===== src/rtl/seg_pkg.sv =====
// Shared constants for the seven-segment scan driver: glyph table, digit count
// and the scan divider terminal count.
package seg_pkg;

  localparam int DIG_NUM = 8;

  // Active-high {g,f,e,d,c,b,a} patterns, entry 0 in the low slot.
  localparam logic [15:0][6:0] GLYPH_TAB = {
    7'h71, 7'h79, 7'h5E, 7'h39, 7'h7C, 7'h77, 7'h6F, 7'h7F,
    7'h07, 7'h7D, 7'h6D, 7'h66, 7'h4F, 7'h5B, 7'h06, 7'h3F
  };

  function automatic int calc_cnt_max(input int clk_freq, input int scan_hz);
    return clk_freq / scan_hz - 1;
  endfunction

endpackage


===== src/rtl/seg_decode.sv =====
// Nibble to active-high seven-segment pattern (0-9 plus hex A,b,C,d,E,F).
module seg_decode
  import seg_pkg::*;
(
  input  logic [3:0] nibble,
  output logic [6:0] glyph
);

  assign glyph = GLYPH_TAB[nibble];

endmodule


===== src/rtl/seg_scan.sv =====
// Multiplexed 8-digit seven-segment driver with frame-aligned word updates.
// Optional decimal points are enabled by defining SEG_DP_EN.
module seg_scan
  import seg_pkg::*;
#(
  parameter int CLK_FREQ    = 50_000_000,
  parameter int SCAN_HZ     = 1000,
  parameter bit SEG_ACT_LOW = 1'b1,
  parameter bit SEL_ACT_LOW = 1'b1
) (
  input  logic        clk,
  input  logic        rst,
  input  logic [31:0] din,
  input  logic        din_vld,
`ifdef SEG_DP_EN
  input  logic [7:0]  dp,
`endif
  output logic [7:0]  sel,
  output logic [6:0]  seg,
  output logic        seg_dp,
  output logic        frame_done
);

  localparam int CNT_MAX = calc_cnt_max(CLK_FREQ, SCAN_HZ);
  localparam int CNT_W   = (CNT_MAX < 1) ? 1 : $clog2(CNT_MAX + 1);

  localparam logic [6:0] SEG_OFF = SEG_ACT_LOW ? 7'h7F : 7'h00;
  localparam logic [7:0] SEL_OFF = SEL_ACT_LOW ? 8'hFF : 8'h00;
  localparam logic       DP_OFF  = SEG_ACT_LOW;

  logic [CNT_W-1:0] cnt;
  logic [2:0]       idx;
  logic             started;
  logic             wrap_q;
  logic [31:0]      pending;
  logic [31:0]      shadow;
  logic             tick;
  logic             wrap;
  logic [3:0]       nibble;
  logic [6:0]       glyph;
  logic             dp_bit;

  assign tick   = (cnt == CNT_W'(CNT_MAX));
  assign wrap   = tick && (idx == 3'(DIG_NUM - 1));
  // shadow and idx update on the same edge, so the mux always sees the new word
  assign nibble = shadow[{idx, 2'b00} +: 4];

`ifdef SEG_DP_EN
  logic [7:0] pending_dp;
  logic [7:0] shadow_dp;

  always_ff @(posedge clk) begin
    if (rst) begin
      pending_dp <= '0;
      shadow_dp  <= '0;
    end else begin
      if (din_vld) pending_dp <= dp;
      if (wrap)    shadow_dp  <= pending_dp;
    end
  end

  assign dp_bit = shadow_dp[idx];
`else
  assign dp_bit = 1'b0;
`endif

  seg_decode u_decode (
    .nibble (nibble),
    .glyph  (glyph)
  );

  always_ff @(posedge clk) begin
    if (rst) begin
      cnt        <= '0;
      idx        <= 3'(DIG_NUM - 1);
      started    <= 1'b0;
      wrap_q     <= 1'b0;
      pending    <= '0;
      shadow     <= '0;
      sel        <= SEL_OFF;
      seg        <= SEG_OFF;
      seg_dp     <= DP_OFF;
      frame_done <= 1'b0;
    end else begin
      cnt <= tick ? '0 : cnt + 1'b1;
      if (din_vld) pending <= din;
      if (tick) begin
        idx     <= idx + 3'd1;
        started <= 1'b1;
      end
      // NOTE: non-blocking, so shadow captures pending as it was before any same-cycle din_vld write.
      if (wrap) shadow <= pending;
      // The power-up wrap only aligns the scan; it does not end a real frame.
      wrap_q     <= wrap && started;
      frame_done <= wrap_q;
      if (started) begin
        sel    <= SEL_OFF ^ (8'd1 << idx);
        seg    <= SEG_OFF ^ glyph;
        seg_dp <= DP_OFF ^ dp_bit;
      end
    end
  end

endmodule

===== config.mk =====
export PLATFORM = sky130hd
export DESIGN_NAME = seg_scan
export DESIGN_NICKNAME = d
export VERILOG_FILES = /design/src/rtl/seg_pkg.sv /design/src/rtl/seg_decode.sv /design/src/rtl/seg_scan.sv
export SDC_FILE = /design/constraint.sdc
export NUM_CORES = 1
export LEC_CHECK = 0
export CORE_MARGIN = 2
export CORE_UTILIZATION = 52
export CTS_CLUSTER_SIZE = 28
export DETAILED_ROUTE_END_ITERATION = 12
export PLACE_DENSITY = 0.75
export SYNTH_ARGS = -nofsm -noshare
export SYNTH_HDL_FRONTEND = slang
export SYNTH_SLANG_ARGS = --single-unit

===== constraint.sdc =====
create_clock -name clk -period 6.2 [get_ports clk]
set_input_delay 1.86 -clock clk [delete_from_list [all_inputs] [get_ports clk]]
set_output_delay 1.86 -clock clk [all_outputs]
set_load 0.005 [all_outputs]

==> results.md <==
* Avg Vias per Cell at 5.211
* Nets at 538
* Largest net degree at the start of global routing at 59
* Routability cong. at 0.8215
* Max_cap viols at 0
* Grt ovf at 0
* Clock transition at path regs at 0.08 ns
* DIE HEIGHT at 94.00 um
* Flop pwr share at 0.589
* Cts repair resizes at 0
* Met3 usage at 0.03772
* Final Hold Vio Count at 0
* Antenna Nets Post-Route at 0
* RSZ-0062 raised after global routing: false
* Primary FF master, synth: dfxtp_1
* Clock Path Buffers at 2
* Asr flop ratio synth at 0
* Syn_area_per_cell at 9.216 um^2
* R2R cell count at 8
* Die area at 8835 um^2
* CTS tree: done
* CTS root buf: clkbuf_8
* Initial core utilization at 0.5422
* Worst endpoint required time at 6.42 ns
* Setup Total Neg Slack at 0 ns
* Critical Path Fanout Max at 58
* Post-CTS setup buffer count at 0
* CP Class: in2reg
* Sw Pwr at 0.2463 mW
* Number of fill cells in the layout at 666
* Grt met2 use at 0.3149
* Gr busiest metal: met2
* H-tree depth at 3
* Post-CTS Hold Buffers at 0
* Outcome: complete, no violations
* Gate power share at 0.052
* Clk_lat worst skew at 0.36 ns
* Final Critical Period at 3.298 ns
* GRT Total Usage at 0.1943
* Sw Ratio at 0.2163
* Clock skew at 0.01219 ns
* Num rows at 32
* Dpl hpwl at 5532 um
* Avg WL per Cell at 13.62 um
* Max-slew violations at 0
* Final WL at 8130 um
* FF+latch area at 2022 um^2
* Syn nets at 505
* Hold path cells at 1
* Met1 usage at 0.2537
* Synth-to-layout area growth at 15.89%
* Via count at 3111
* Number of flops mapped to enable cells by yosys at 0
* Die Width at 94.00 um
* Boundary Pins at 52
* Inserted Diodes at 0
* Worst hold margin at 0.4441 ns
* Worst setup EP type: flip-flop
* First DRT Iteration DRCs at 143
* Clk sinks at 101
* First drt pass iteration count at 4
* Register area share after synthesis at 0.4801
* Startpoint types: input pin
* Power density over cell area at 233.3 nW/um^2
* Placeable Area at 7767 um^2
* Yosys warnings at 0
* Clk pwr share at 0.359
* Vias in the first global route at 2879
* Distinct cell type count after synthesis at 39
* Area of the multi-input gates at 1988 um^2
* Pint at 0.8924 mW
* Initial antenna violation count at 0
* Buffers on Ports at 50
* VDD IR max at 167.7 uV
* HP Class: reg2reg
* Maximum clock frequency at 0.3032 GHz
* Max-slew headroom at 0.2631
* Synth Register Bits at 101
* Period utilization at 0.5320
* Mapped cell area at 4212 um^2
* Leak pwr at 1.898 nW
* Total clock buffers created by CTS at 9
* Wire length of the first global-routing pass at 13450 um
* Worst EP arrival at 3.52 ns
* Worst-margin pin slew at 1.075 ns
* Mapped Cells at 457
* Share of layout cells above drive strength 1 at 0.06667
* Final setup vio count at 0
* DRC at 0
## Yosys cell counts, types with 6 or more instances
cell type,count,share of area
a21oi_1,40,0.048
buf_1,6,0.0053
buf_2,8,0.0095
clkbuf_1,11,0.0098
dfxtp_1,101,0.48
ha_1,13,0.039
inv_1,11,0.0098
mux2i_1,41,0.097
mux4_2,8,0.043
nand2_1,73,0.065
nand2b_1,8,0.012
nand3_1,12,0.014
nor2_1,63,0.056
o21ai_0,7,0.0083
xnor2_1,8,0.017
xor2_1,7,0.015
## power by group through the flow
| stage | logic [mW] | registers [mW] | clock network, mW |
|---|---|---|---|
| floorplan | 0.0341 | 0.683 | 0 |
| CTS | 0.0598 | 0.671 | 0.420 |
| detailed placement | 0.0595 | 0.686 | 0 |
| global placement | 0.0580 | 0.685 | 0 |
| global route | 0.0653 | 0.672 | 0.448 |
| finish | 0.0590 | 0.671 | 0.409 |
## sequential cells by signal, indices dropped and copies added (netlist names)
register,cells
wrap_q,1
frame_done,1
seg,7
sel,8
shadow,32
idx,3
cnt,16
pending,32
started,1
## area by class of cell
cell class / count / share of cell area
repair buffers: 52 / 0.1036
clock buffers: 12 / 0.02974
multi-input cells: 314 / 0.4073
clock inverters: 4 / 0.009741
flip-flops and latches: 101 / 0.4143
inverters: 12 / 0.009228
well taps: 102 / 0.02615
## logic make-up after synthesis
| logic type | share of synthesized area |
|---|---|
| mux | 0.1429 |
| xor+xnor | 0.03120 |
| buf+inv | 0.04783 |
| simple gates | 0.1806 |
| fa+ha+maj | 0.03862 |
| compound gates | 0.07784 |
| flops | 0.4801 |
| other cells | 0.0008904 |
## path summary, 6_finish.rpt
kind / to / slack [ns] / from
setup / recovery: cnt[14] / 2.90 / rst
hold / removal: frame_done / 0.44 / wrap_q
setup reg to reg: seg[0] / 3.10 / idx[1]
hold reg to reg: frame_done / 0.44 / wrap_q
## layer usage
| metal | share of wire | vias to the layer above | routed length, um |
|---|---|---|---|
| met1 | 0.49 | 1455 | 3961 |
| met3 | 0.031 | 8 | 253 |
| li1 | - | 1588 | - |
| met4 | 0.014 | 0 | 110 |
| met5 | 0 | - | 0 |
| met2 | 0.47 | 60 | 3804 |
## cell usage in the layout, fill, tap and decap left out, types with 3 or more instances in the layout
cell               n
or2_2              4
mux2i_1           41
xor2_1             7
nor2_1            63
o21ai_0            7
clkdlybuf4s50_1   48
xnor2_1            8
ha_1              13
nand2b_1           8
inv_1             11
nand3_1           12
a21oi_1           40
a211o_1            3
nand4_1            3
mux4_2             8
nand2_1           73
dfxtp_1          101
clkbuf_8          10
nor3_1             4
## worst max-delay path: stages
cell and delay [ns]:
buf_2 0.39, buf_4 0.56, nand2b_1 0.55, nor2_1 0.11
## metrics by stage
stage,cell area (um^2),util,instances,setup slack (ns),power [mW]
final,4881,0.6284,597,2.902,1.139
after global routing,4881,0.6284,597,2.750,1.185
after CTS,4881,0.6284,597,2.943,1.150
after detailed placement,4688,0.6036,581,2.570,0.7452
after global placement,4688,0.6036,581,2.610,0.7430
after floorplan,4212,-,457,3.285,0.7170
Power figures use the tool's default switching activity.
